$ cat config.mk
export PLATFORM = sky130hd
export DESIGN_NAME = step_dir_gen_flat
export DESIGN_NICKNAME = d
export VERILOG_FILES = /design/src/rtl/step_dir_pkg.sv /design/src/rtl/step_dir_gen_if.sv /design/src/rtl/step_prescaler.sv /design/src/rtl/step_dir_gen.sv /design/src/flat_wrapper.sv
export SDC_FILE = /design/constraint.sdc
export NUM_CORES = 1
export LEC_CHECK = 0
export CORE_AREA = 2 2 52 54
export CTS_CLUSTER_SIZE = 12
export DETAILED_ROUTE_END_ITERATION = 6
export DIE_AREA = 0 0 54 56
export HOLD_SLACK_MARGIN = 0.05
export PLACE_DENSITY = 0.74
export SLEW_MARGIN = 5
export SYNTH_ARGS = -nofsm -noshare
export SYNTH_HDL_FRONTEND = slang
export SYNTH_HIERARCHICAL = 1
export SYNTH_SLANG_ARGS = --single-unit
$ cat constraint.sdc
create_clock -name clk -period 1.8 [get_ports clk]
set_clock_uncertainty 0.05 [all_clocks]
set_input_delay 0.54 -clock clk [delete_from_list [all_inputs] [get_ports clk]]
set_output_delay 0.54 -clock clk [all_outputs]
set_load 0.1 [all_outputs]
$ cat src/rtl/step_dir_pkg.sv
// Shared types and constants for the step/direction generator.
// State encoding, direction levels and prescaler sizing live here.
package step_dir_pkg;

  typedef enum logic [1:0] {
    IDLE = 2'd0,
    MOVE = 2'd1,
    DONE = 2'd2
  } state_e;

  localparam logic DIR_UP   = 1'b1;
  localparam logic DIR_DOWN = 1'b0;

  // At least one bit even when DIV=1, so the counter always has a legal width
  function automatic int prescalerWidth(input int div);
    int w;
    w = $clog2(div);
    return (w < 1) ? 1 : w;
  endfunction

endpackage

$ cat src/rtl/step_dir_gen_if.sv
// Command/status bundle between a motion requester and step_dir_gen.
// The master presents targets and preloads; the slave reports step/dir/pos.
interface step_dir_gen_if #(
  parameter int WIDTH = 4
);

  logic             load;
  logic [WIDTH-1:0] in;
  logic [WIDTH-1:0] target;
  logic             target_valid;
  logic             target_ready;
  logic             abort;
  logic             step;
  logic             dir;
  logic [WIDTH-1:0] pos;
  logic             busy;
  logic             done;

  modport master (
    output load, in, target, target_valid, abort,
    input  target_ready, step, dir, pos, busy, done
  );

  modport slave (
    input  load, in, target, target_valid, abort,
    output target_ready, step, dir, pos, busy, done
  );

endinterface

$ cat src/rtl/step_prescaler.sv
// Free-running divide-by-DIV counter that flags the last cycle of each step period.
// Holds while disabled; clear restarts the period from zero.
module step_prescaler
  import step_dir_pkg::*;
#(
  parameter int DIV = 4
) (
  input  logic clk,
  input  logic reset,
  input  logic clear,
  input  logic en,
  output logic tick
);

  localparam int CW = prescalerWidth(DIV);

  logic [CW-1:0] count_q, count_d;

  assign tick = (count_q == CW'(DIV - 1));

  always_comb begin
    count_d = count_q;
    if (clear) begin
      count_d = '0;
    end else if (en) begin
      count_d = tick ? '0 : count_q + CW'(1);
    end
  end

  always_ff @(posedge clk) begin
    if (!reset) begin
      count_q <= '0;
    end else begin
      count_q <= count_d;
    end
  end

endmodule

$ cat src/rtl/step_dir_gen.sv
// Walks a position register one unit per DIV cycles toward an accepted target,
// emitting a step pulse and direction level suited to an up/down counter.
module step_dir_gen
  import step_dir_pkg::*;
#(
  parameter int WIDTH = 4,
  parameter int DIV   = 4
) (
  input  logic           clk,
  input  logic           reset,
  step_dir_gen_if.slave  bus
);

  state_e           state_q, state_d;
  logic [WIDTH-1:0] pos_q, pos_d;
  logic [WIDTH-1:0] target_q, target_d;
  logic             dir_q, dir_d;
  logic             step_q, step_d;
  logic             done_q, done_d;
  logic             busy_q, busy_d;
  logic             preClear, preEn, preTick;
  logic             targetReady;

  step_prescaler #(
    .DIV (DIV)
  ) u_prescaler (
    .clk   (clk),
    .reset (reset),
    .clear (preClear),
    .en    (preEn),
    .tick  (preTick)
  );

  assign targetReady = (state_q == IDLE) && !bus.load;

  always_comb begin
    state_d  = state_q;
    pos_d    = pos_q;
    target_d = target_q;
    dir_d    = dir_q;
    step_d   = 1'b0;
    done_d   = 1'b0;
    preClear = 1'b0;
    preEn    = 1'b0;

    unique case (state_q)
      IDLE: begin
        if (bus.load) begin
          pos_d = bus.in;
        end else if (bus.target_valid && targetReady) begin
          target_d = bus.target;
          dir_d    = (bus.target > pos_q) ? DIR_UP : DIR_DOWN;
          preClear = 1'b1;
          state_d  = (bus.target == pos_q) ? DONE : MOVE;
        end
      end

      // Abort is checked first so a coincident prescaler tick never produces a step
      MOVE: begin
        if (bus.abort) begin
          preClear = 1'b1;
          state_d  = IDLE;
        end else begin
          preEn = 1'b1;
          if (preTick) begin
            pos_d  = (dir_q == DIR_UP) ? pos_q + WIDTH'(1) : pos_q - WIDTH'(1);
            step_d = 1'b1;
            if (pos_d == target_q) begin
              state_d = DONE;
              done_d  = 1'b1;
            end
          end
        end
      end

      // A move arrives here with done already raised; a zero-distance accept raises it now
      DONE: begin
        done_d  = !done_q;
        state_d = IDLE;
      end

      default: state_d = IDLE;
    endcase

    busy_d = (state_d == MOVE);
  end

  always_ff @(posedge clk) begin
    if (!reset) begin
      state_q  <= IDLE;
      pos_q    <= '0;
      target_q <= '0;
      dir_q    <= DIR_DOWN;
      step_q   <= 1'b0;
      done_q   <= 1'b0;
      busy_q   <= 1'b0;
    end else begin
      state_q  <= state_d;
      pos_q    <= pos_d;
      target_q <= target_d;
      dir_q    <= dir_d;
      step_q   <= step_d;
      done_q   <= done_d;
      busy_q   <= busy_d;
    end
  end

  assign bus.target_ready = targetReady;
  assign bus.step         = step_q;
  assign bus.dir          = dir_q;
  assign bus.pos          = pos_q;
  assign bus.busy         = busy_q;
  assign bus.done         = done_q;

endmodule

$ cat src/flat_wrapper.sv
// flat-port wrapper written by rule: the top's interface ports become plain ports
module step_dir_gen_flat import step_dir_pkg::*;
#(
  parameter int WIDTH = 4,
  parameter int DIV   = 4
)
  (clk, reset, bus_load, bus_in, bus_target, bus_target_valid, bus_abort, bus_target_ready, bus_step, bus_dir, bus_pos, bus_busy, bus_done);
  step_dir_gen_if #(.WIDTH(WIDTH)) bus_i ();
  input  logic clk;
  input  logic reset;
  input wire logic [$bits(bus_i.load)-1:0] bus_load;
  input wire logic [$bits(bus_i.in)-1:0] bus_in;
  input wire logic [$bits(bus_i.target)-1:0] bus_target;
  input wire logic [$bits(bus_i.target_valid)-1:0] bus_target_valid;
  input wire logic [$bits(bus_i.abort)-1:0] bus_abort;
  output wire logic [$bits(bus_i.target_ready)-1:0] bus_target_ready;
  output wire logic [$bits(bus_i.step)-1:0] bus_step;
  output wire logic [$bits(bus_i.dir)-1:0] bus_dir;
  output wire logic [$bits(bus_i.pos)-1:0] bus_pos;
  output wire logic [$bits(bus_i.busy)-1:0] bus_busy;
  output wire logic [$bits(bus_i.done)-1:0] bus_done;
  assign bus_i.load = bus_load;
  assign bus_i.in = bus_in;
  assign bus_i.target = bus_target;
  assign bus_i.target_valid = bus_target_valid;
  assign bus_i.abort = bus_abort;
  assign bus_target_ready = bus_i.target_ready;
  assign bus_step = bus_i.step;
  assign bus_dir = bus_i.dir;
  assign bus_pos = bus_i.pos;
  assign bus_busy = bus_i.busy;
  assign bus_done = bus_i.done;
  step_dir_gen #(.WIDTH(WIDTH), .DIV(DIV)) u_core (.clk(clk), .reset(reset), .bus(bus_i));
endmodule
==> results.sh <==
export IMPL_maxSlewViolCount=0
export IMPL_cp_required_ns=1.21
export IMPL_routed_wl_um=2600
export IMPL_syn_inst=114
export IMPL_synthTopCellsByCount="dfxtp_1, ha_1, inv_1, nand2_1, a21oi_1"
export IMPL_synth_seq_area_share_pct=30.5
export IMPL_die_x_um=54
export IMPL_hold_buffers=0
export IMPL_clkTransAtPathRegs_ns=0.10
export IMPL_cts_sinks=16
export IMPL_fp_row_count=18
export IMPL_cts_root_buf="clkbuf_4"
export IMPL_p_per_area_nw_per_um2=882
export IMPL_die_area_um2=3020
export IMPL_reg2reg_from="u_core/bus.dir$_SDFFE_PN0P_"
export IMPL_ir_drop_v=0.000679
export IMPL_ys_types=35
export IMPL_worst_r2r_cell_count=6
export IMPL_insertedDiodeCount=0
export IMPL_syn_area_per_cell_um2=9.21
export IMPL_outcome="complete, but fails checks"
export IMPL_cts_made_buffers=3
export IMPL_cp_cell_sequence="inv_2, ha_4, nor2b_4, buf_12"
export IMPL_hp_class="reg2reg"
export IMPL_worst_path_largest_cell_delay_ns=0.35
export IMPL_final_min_clock_period_ns=1.81
export IMPL_p_sw_share_pct=39.5
export IMPL_clkPwrFrac_pct=17.8
export IMPL_synth_yosys_warnings=6
export IMPL_die_h_um=56
export IMPL_cap_violations=0
export IMPL_fin_tns_setup_ns=-0.00921
export IMPL_cts_tree="yes"
export IMPL_arrival_ns=1.22
export IMPL_grt_start_max_net_pins=10
export IMPL_io_pins=22
export IMPL_hpwl_um=2010
export IMPL_leakagePower_uw=0.000679
export IMPL_layout_nets=179
export IMPL_insertion_delay_ns=0.31
export IMPL_seqPwrFrac_pct=29.7
export IMPL_synth_area_top_cells="dfxtp_1, ha_1, xnor2_2"
export IMPL_finalWorstSetupSlack_ns=-0.00921
export IMPL_critPathLaunch="u_core/state_q[0]$_SDFF_PN0_"
export IMPL_grt_first_pass_wirelength_um=4460
export IMPL_slew_limit_headroom_pct=83.4
export IMPL_yosys_area_top_type="dfxtp_1"
export IMPL_nFillCells=194
export IMPL_clockBufferDepth=2
export IMPL_tightestPinTransition_ns=0.247
export IMPL_reg2reg_to="u_core/bus.busy$_SDFF_PN0_"
export IMPL_synth_edf_count=0
export IMPL_gp_congestion=0.879
export IMPL_cp_slowest_cell="dfxtp_2"
export IMPL_syn_num_nets=138
export IMPL_totalPowerFinal_uw=1410
export IMPL_grt_antenna_before_repair=0
export IMPL_portBuffers=21
export IMPL_synth_top_area_share_pct=30.5
export IMPL_net_switching_power_uw=558
export IMPL_fin_crit_sh_pct=101
export IMPL_path_max_fanout=4
export IMPL_finalSetupViolCount=1
export IMPL_synthArstFlopShare_pct=0
export IMPL_intPower_uw=855
export IMPL_drive_above_1_share_pct=38.3
export IMPL_synth_most_common_cell="dfxtp_1"
export IMPL_crit_end="bus_target_ready"
export IMPL_remaining_drc_errors=0
export IMPL_max_freq_ghz=0.553
export IMPL_syn_cell_area_um2=1050
export IMPL_wl_per_cell_um=14.1
export IMPL_overflow=0
export IMPL_htreeDepth=1
export IMPL_synth_main_ff_cell="dfxtp_1"
export IMPL_initial_core_util_pct=43.2
export IMPL_r2r_setup_slack_ns=0.03
export IMPL_comb_power_share_pct=52.5
export IMPL_crit_path_start_kind="flip-flop"
export IMPL_critPathKind="reg2out"
export IMPL_ys_ff_latch=16
export IMPL_fin_util_pct=65.8
export IMPL_first_pass_iters=4
export IMPL_rsz0062_at_grt="yes"
export IMPL_drtIter0Drc=25
export IMPL_areaGrowthSynthToFinish_pct=52.6
export IMPL_violations="negative setup slack"
export IMPL_vias_per_cell=5.22
export IMPL_drtAntennaViolNets=0
export IMPL_gr_usage_all_layers_pct=20.4
export IMPL_coreArea_um2=2430
export IMPL_dr_total_vias=961
export IMPL_grt_pass1_vias=996
export IMPL_finalHoldViolCount=0
export IMPL_end_kind="output pin"
[power by group through the flow]
stage	clock network, uW	registers (uW)	logic [uW]
floorplan	0	558	324
detailed placement	0	432	666
global route	268	425	798
CTS	250	420	727
global placement	0	431	655
finish	252	419	742
[sequential cells by signal, indices dropped and copies added (netlist names)]
name / count
u_core/bus.busy: 1
u_core/bus.dir: 1
u_core/bus.done: 1
u_core/bus.pos: 4
u_core/bus.step: 1
u_core/state_q: 2
u_core/target_q: 4
u_core/u_prescaler/count_q: 2
[through the flow]
| step | setup slack [ns] | hold WS (ns) | cells | area [um2] |
|---|---|---|---|---|
| after floorplan | -0.0862 | 0.396 | 114 | 1090 |
| after global placement | -0.375 | 0.407 | 175 | 1500 |
| after detailed placement | -0.424 | 0.421 | 175 | 1500 |
| after CTS | -0.0164 | 0.436 | 184 | 1590 |
| after global routing | -0.0657 | 0.457 | 184 | 1600 |
| final | -0.00921 | 0.435 | 184 | 1600 |
[area by class of cell]
cell class,instances,area [um2],area share (%)
Clock buffer,4,36.3,2.27
Timing Repair Buffer,38,422,26.3
Inverter,10,40.0,2.50
Sequential cell,16,340,21.2
Tap cell,30,37.5,2.34
Multi-Input combinational cell,86,726,45.3
[how the worst min path moves through the flow]
stage,from,endpoint,slack (ns),cells after the start
global route,u_core/target_q[2]$_SDFFE_PN0P_,u_core/target_q[2]$_SDFFE_PN0P_,0.46,2
detailed placement,u_core/bus.pos[0]$_SDFFE_PN0P_,u_core/bus.pos[0]$_SDFFE_PN0P_,0.42,2
finish,u_core/target_q[1]$_SDFFE_PN0P_,u_core/target_q[1]$_SDFFE_PN0P_,0.43,2
floorplan,u_core/target_q[2]$_SDFFE_PN0P_,u_core/target_q[2]$_SDFFE_PN0P_,0.40,2
CTS,u_core/target_q[1]$_SDFFE_PN0P_,u_core/target_q[1]$_SDFFE_PN0P_,0.44,2
global placement,u_core/target_q[1]$_SDFFE_PN0P_,u_core/target_q[1]$_SDFFE_PN0P_,0.41,2
[cell usage in the layout, fill, tap and decap left out, types with 3 or more instances in the layout]
cell type        count
a21oi_1              9
a31oi_1              3
buf_12               9
buf_4               17
clkbuf_4             3
clkdlybuf4s50_1      7
dfxtp_1             10
dfxtp_4              5
dlygate4sd2_1        5
ha_1                 8
inv_1                5
inv_2                4
mux2i_1              4
nand2_1             10
nand2b_1             5
nand3_1              5
nor2_1               6
o21ai_1              3
xnor2_2              3
[worst max-delay path: cells and delay by family (launching register included)]
family,cells,cell delay (ns)
and+or+nand+nor,1,0.16
buffers and inverters,2,0.27
adders and majority gates,1,0.13
DFF,1,0.35
[logic make-up (layout without fill, tap and decap cells)]
group           count (synthesis)  in the layout  synth area share, %
mux                             4              4                 3.81
compound gates                 27             27                 17.6
flops                          16             16                 30.5
fa+ha+maj                      11             11                 13.8
buf+inv                        12             52                 5.72
xor+xnor                        7              7                 7.99
simple gates                   37             37                 20.5
[timing repair]
item | CTS | global route
pin swaps | 8 | 2
gates resized for setup | 11 | 3
endpoints found under the setup margin | 4 | 5
setup buffers | 5 | 0
[routing by layer]
| layer | wire [um] | track usage [%] | up-vias |
|---|---|---|---|
| li1 | - | - | 475 |
| met1 | 1120 | 24.9 | 442 |
| met2 | 1240 | 33.4 | 35 |
| met3 | 154 | 3.49 | 9 |
| met4 | 79 | 10.0 | 0 |
| met5 | 0 | 0 | - |
Note: power is estimated with default switching activity, not from simulation.
